`src/rtl/tv_recorder.sv`:
```
// tv_recorder -- synthesizable test-vector writer.
//
// Captures {sample_in, sample_out} tuples from a unit under test into an
// internal memory. The word layout is {inputs MSB-first, output LSB-last},
// which is the packed-binary format the vector-driven benches load. A bench
// or host reads the memory back word by word through rd_addr_i/rd_data_o.
//
// Optional build macro: TV_RECORDER_DEDUP_EN -- when defined, an accepted
// sample equal to the last word written in the current run is dropped.
//
// Ports:
//   clk_i           rising-edge clock
//   reset_i         asynchronous active-high reset
//   start_i         one-cycle pulse, begins a run (IDLE/DONE only)
//   num_vectors_i   vectors to capture, sampled on start (0 or >DEPTH -> DEPTH)
//   sample_valid_i  sample pair valid this cycle
//   sample_in_i     DUT input field
//   sample_out_i    DUT output field
//   sample_ready_o  recorder accepts a sample this cycle
//   rd_addr_i       readback address
//   rd_data_o       registered readback word (0 for rd_addr_i >= DEPTH)
//   count_o         vectors written in current/last run
//   busy_o          high while recording
//   done_o          high once the run has completed
//   full_o          count_o == DEPTH
module tv_recorder #(
  parameter int IN_W   = 2,
  parameter int OUT_W  = 1,
  parameter int DEPTH  = 32,
  parameter int ADDR_W = 5
) (
  input  logic                    clk_i,
  input  logic                    reset_i,
  input  logic                    start_i,
  input  logic [ADDR_W:0]         num_vectors_i,
  input  logic                    sample_valid_i,
  input  logic [IN_W-1:0]         sample_in_i,
  input  logic [OUT_W-1:0]        sample_out_i,
  output logic                    sample_ready_o,
  input  logic [ADDR_W-1:0]       rd_addr_i,
  output logic [IN_W+OUT_W-1:0]   rd_data_o,
  output logic [ADDR_W:0]         count_o,
  output logic                    busy_o,
  output logic                    done_o,
  output logic                    full_o
);

  localparam int W = IN_W + OUT_W;
  localparam logic [ADDR_W:0] DEPTH_C = (ADDR_W+1)'(DEPTH);

  typedef enum logic [1:0] {S_IDLE, S_RECORD, S_DONE} state_t;

  state_t          state_q;
  logic [ADDR_W:0] count_q, target_q;
  logic            busy_q, done_q, full_q, ready_q;
  logic [W-1:0]    rd_data_q;
  logic [W-1:0]    mem [DEPTH];

  logic [W-1:0]    word;
  logic [ADDR_W:0] count_d, target_d;
  logic            start_ok, accept, drop, wr_en;

  assign word     = {sample_in_i, sample_out_i};
  assign start_ok = start_i && (state_q != S_RECORD);
  assign accept   = sample_valid_i && (state_q == S_RECORD);
  assign wr_en    = accept && !drop;
  assign count_d  = count_q + 1'b1;
  // Out-of-range requests clamp to the full memory.
  assign target_d = (num_vectors_i == '0 || num_vectors_i > DEPTH_C) ? DEPTH_C
                                                                     : num_vectors_i;

`ifdef TV_RECORDER_DEDUP_EN
  logic [W-1:0] last_q;
  logic         last_vld_q;

  // Repeat of the previous written word in this run is silently dropped;
  // the valid flag guarantees the first sample of a run is always kept.
  assign drop = last_vld_q && (word == last_q);

  always_ff @(posedge clk_i or posedge reset_i) begin
    if (reset_i) begin
      last_q     <= '0;
      last_vld_q <= 1'b0;
    end else if (start_ok) begin
      last_q     <= '0;
      last_vld_q <= 1'b0;
    end else if (wr_en) begin
      last_q     <= word;
      last_vld_q <= 1'b1;
    end
  end
`else
  assign drop = 1'b0;
`endif

  // Control FSM with registered status outputs.
  always_ff @(posedge clk_i or posedge reset_i) begin
    if (reset_i) begin
      state_q  <= S_IDLE;
      count_q  <= '0;
      target_q <= '0;
      busy_q   <= 1'b0;
      done_q   <= 1'b0;
      full_q   <= 1'b0;
      ready_q  <= 1'b0;
    end else begin
      case (state_q)
        S_IDLE, S_DONE: begin
          if (start_i) begin
            state_q  <= S_RECORD;
            count_q  <= '0;
            target_q <= target_d;
            busy_q   <= 1'b1;
            ready_q  <= 1'b1;
            done_q   <= 1'b0;
            full_q   <= 1'b0;
          end
        end
        S_RECORD: begin
          if (wr_en) begin
            count_q <= count_d;
            full_q  <= (count_d == DEPTH_C);
            // Leave on the same edge as the final write.
            if (count_d == target_q) begin
              state_q <= S_DONE;
              busy_q  <= 1'b0;
              ready_q <= 1'b0;
              done_q  <= 1'b1;
            end
          end
        end
        default: begin
          state_q <= S_IDLE;
          busy_q  <= 1'b0;
          ready_q <= 1'b0;
          done_q  <= 1'b0;
        end
      endcase
    end
  end

  // Capture memory: not reset, contents survive across runs and resets.
  always_ff @(posedge clk_i) begin
    if (wr_en) mem[count_q[ADDR_W-1:0]] <= word;
  end

  // Registered read; nonblocking update gives read-before-write on collision.
  always_ff @(posedge clk_i or posedge reset_i) begin
    if (reset_i)
      rd_data_q <= '0;
    else if ((ADDR_W+1)'(rd_addr_i) < DEPTH_C)
      rd_data_q <= mem[rd_addr_i];
    else
      rd_data_q <= '0;
  end

  assign sample_ready_o = ready_q;
  assign rd_data_o      = rd_data_q;
  assign count_o        = count_q;
  assign busy_o         = busy_q;
  assign done_o         = done_q;
  assign full_o         = full_q;

endmodule

```
`config.mk`:
```
export PLATFORM = sky130hd
export DESIGN_NAME = tv_recorder
export DESIGN_NICKNAME = d
export VERILOG_FILES = /design/src/rtl/tv_recorder.sv
export SDC_FILE = /design/constraint.sdc
export NUM_CORES = 1
export LEC_CHECK = 0
export ABC_CLOCK_PERIOD_IN_PS = 3000
export CAP_MARGIN = 20
export CORE_UTILIZATION = 60
export CTS_CLUSTER_SIZE = 8
export DETAILED_ROUTE_END_ITERATION = 7
export PLACE_DENSITY = 0.85
export SLEW_MARGIN = 5
export SYNTH_ARGS = -nofsm -noshare
export SYNTH_HDL_FRONTEND = slang
export SYNTH_SLANG_ARGS = --single-unit
```
`constraint.sdc`:
```
create_clock -name clk_i -period 3 [get_ports clk_i]
set_clock_uncertainty 0.2 [all_clocks]
set_input_delay 0.3 -clock clk_i [delete_from_list [all_inputs] [get_ports clk_i]]
set_output_delay 0.3 -clock clk_i [all_outputs]
set_load 0.05 [all_outputs]
```
==> impl_metrics.json <==
{
  "internal-power_mw": 3.541,
  "cp.arrival_ns": 2.06,
  "slew_viol_final": 0,
  "drv_cap": 0,
  "worstMarginPinSlew_ns": 0.7859,
  "synth.most_common_cell": "edfxtp_1",
  "area_growth_pct": 20.51,
  "cts-root-buf": "clkbuf_8",
  "setup_tns_ns": 0,
  "path_buf_inv": 1,
  "max_slew_margin_pct": 47.55,
  "synth_area_leader_cell": "edfxtp_1",
  "overflow": 0,
  "fp.dieW_um": 91.79,
  "drc": 0,
  "setup.worst_path.start_class": "flip-flop",
  "power_frac_clock_pct": 41.4,
  "seq_power_share_pct": 40.7,
  "grtUsageTotal_pct": 28.20,
  "power_frac_comb_pct": 17.9,
  "place_congestion": 0.7905,
  "path_clk_slew_ns": 0.06,
  "ys_top_cells_by_area": "edfxtp_1 (60%), mux4_2 (13%), dfrtp_1 (9.8%)",
  "synth.avg_cell_area_um2": 16.80,
  "synth_edf_count": 96,
  "synth-warning-count": 0,
  "crit_family": "buffers and inverters",
  "finalNonFillerCells": 444,
  "synth_common_cells": "edfxtp_1 (96), nor2_1 (38), mux4_2 (28)",
  "syn_area_um2": 4837,
  "drt_iter0_drc": 225,
  "critPathCaptureType": "output pin",
  "grt_pass1_wl_um": 16450,
  "synth.distinct_cells": 34,
  "cts_max_path_buffers": 2,
  "critPathMaxFanout": 15,
  "synth_top_area_share_pct": 59.60,
  "rsz0062_at_grt": "false",
  "dieArea_um2": 8425,
  "ant_nets": 0,
  "syn_nets": 311,
  "async_reset_ff_share_pct": 16.52,
  "place_ws_ns": 0.2830,
  "ir_drop_mv": 0.6034,
  "seq_area_frac_synth_pct": 69.43,
  "fin_hold_ws_ns": 0.03368,
  "crit_type": "flip-flop to output pin",
  "fin_area_um2": 5829,
  "fill_cells": 432,
  "synth_ff_type": "edfxtp_1",
  "fin_crit_ns": 2.555,
  "max_freq_mhz": 391.3,
  "cts_num_sinks": 115,
  "power.switching_mw": 1.398,
  "num_rows": 32,
  "switching_share_pct": 28.31,
  "placedInstanceArea_um2": 5240,
  "antenna_found_initial": 0,
  "dp.cells": 412,
  "setup_ws_ns": 0.4445,
  "h-tree-depth": 4,
  "post-cts-setup-buffer-count": 0,
  "core_um2": 7767,
  "grt_pass1_vias": 2841,
  "hp-class": "input port to asynchronous set/reset pin",
  "crit_chain": "clkdlybuf4s50_1",
  "nNetsFinal": 352,
  "status": "complete, no violations",
  "critPathSlowestCell": "clkdlybuf4s50_1",
  "finalSetupViolations": 0,
  "critPathRequiredTime_ns": 2.50,
  "synthCells": 288,
  "routed_wl_um": 10560,
  "numPortBuffers": 30,
  "insertion_delay_ns": 0.52,
  "drive_gt1_share_pct": 19.30,
  "ys_seq_elements": 115,
  "cts_made_buffers": 17,
  "p_leak_nw": 2.000,
  "hold_viol": 0,
  "fin_crit_sh_pct": 85.18,
  "die_h_um": 91.79,
  "initial_core_util_pct": 62.27,
  "post_cts_resize_count": 0,
  "insertedDiodeCount": 0,
  "cp_slowest_stage_delay_ns": 0.90,
  "wl_per_cell_um": 23.79,
  "power.density_nw_per_um2": 847.3,
  "cts_hold_buf": 0,
  "grt_max_degree": 33,
  "cts_tree": "built",
  "firstDrtPassIters": 4,
  "ios": 31,
  "vias": 2775,
  "vias_per_cell": 6.250,
  "dp_hpwl_um": 5975
}
-- path summary, 6_finish.rpt --
path	from	end	slack, ns	depth (start not counted)
worst max-delay path	count_o[2]	count_o[2]	0.44	1
min in group clk_i	num_vectors_i[2]	target_q[2]	0.17	3
max in group asynchronous	reset_i	rd_data_o[2]	2.07	2
worst max register to register	count_o[2]	sample_ready_o	0.57	5
worst min-delay path	reset_i	count_o[5]	0.03	2
worst min register to register	target_q[3]	target_q[3]	0.30	2
-- layout by cell type (no fill, tap or decap), drive strengths merged, types with 2 or more instances in the layout --
| cell type | n |
|---|---|
| edfxtp | 96 |
| nor2 | 38 |
| clkdlybuf4s50 | 30 |
| mux4 | 30 |
| nand2 | 22 |
| clkbuf | 21 |
| dfrtp | 19 |
| o21ai | 14 |
| nand2b | 6 |
| inv | 6 |
| nand3 | 6 |
| xnor2 | 6 |
| clkinv | 6 |
| ha | 5 |
| buf | 5 |
| bufinv | 4 |
| xor2 | 3 |
| a21oi | 3 |
| mux2 | 3 |
| nand3b | 2 |
| or3b | 2 |
| nor3 | 2 |
-- sequential cells by signal, summed over array words and instances (netlist names) --
name / cells
target_q: 6
mem: 96
rd_data_o: 3
count_o: 6
full_o: 1
state_q: 2
sample_ready_o: 1
-- per-stage QoR --
step                      utilization [%]  total power, mW
after floorplan                         -            2.621
after global placement              67.46            2.881
after detailed placement            67.46            2.908
after CTS                           75.05            4.951
after global routing                75.05            5.096
final                               75.05            4.939
-- cells by family after synthesis --
kind of cell | share of synthesized area [%]
DFF | 69.43
and+or+nand+nor | 7.502
buffers and inverters | 2.018
adders and majority gates | 1.293
muxes | 14.82
AOI/OAI and AO/OA | 2.846
xor gates and xnor gates | 2.095
-- area by class of cell --
class / count / area (um2) / share of cell area [%]
sequential: 115 / 3358 / 57.61
tap: 102 / 127.6 / 2.189
clock buffer: 21 / 429.2 / 7.362
inverter: 6 / 22.52 / 0.3863
multi-input combinational: 154 / 1381 / 23.70
timing repair buffer: 35 / 350.3 / 6.010
clock inverter: 11 / 160.2 / 2.747
-- per-layer routing --
metal	GRT usage (%)	wire length, um	part of all wire, %
met1	35.49	4117	39
met2	45.43	5400	51
met3	7.629	743	7.0
met4	14.58	301	2.8
met5	0	0	0
-- worst register-to-register path, delay by kind of cell (launching register included) --
| family | cells | cell delay [ns] |
|---|---|---|
| compound gates | 1 | 0.18 |
| simple gates | 3 | 1.06 |
| xor+xnor | 1 | 0.20 |
| flops | 1 | 0.64 |
-- power groups by stage --
stage | sequential (mW) | clock (mW) | combinational [mW]
floorplan | 2.12 | 0 | 0.502
global placement | 2.03 | 0 | 0.851
detailed placement | 2.03 | 0 | 0.874
CTS | 2.01 | 2.05 | 0.886
global route | 2.03 | 2.11 | 0.955
finish | 2.01 | 2.04 | 0.884
No activity file was read; power rests on OpenSTA's default activity.
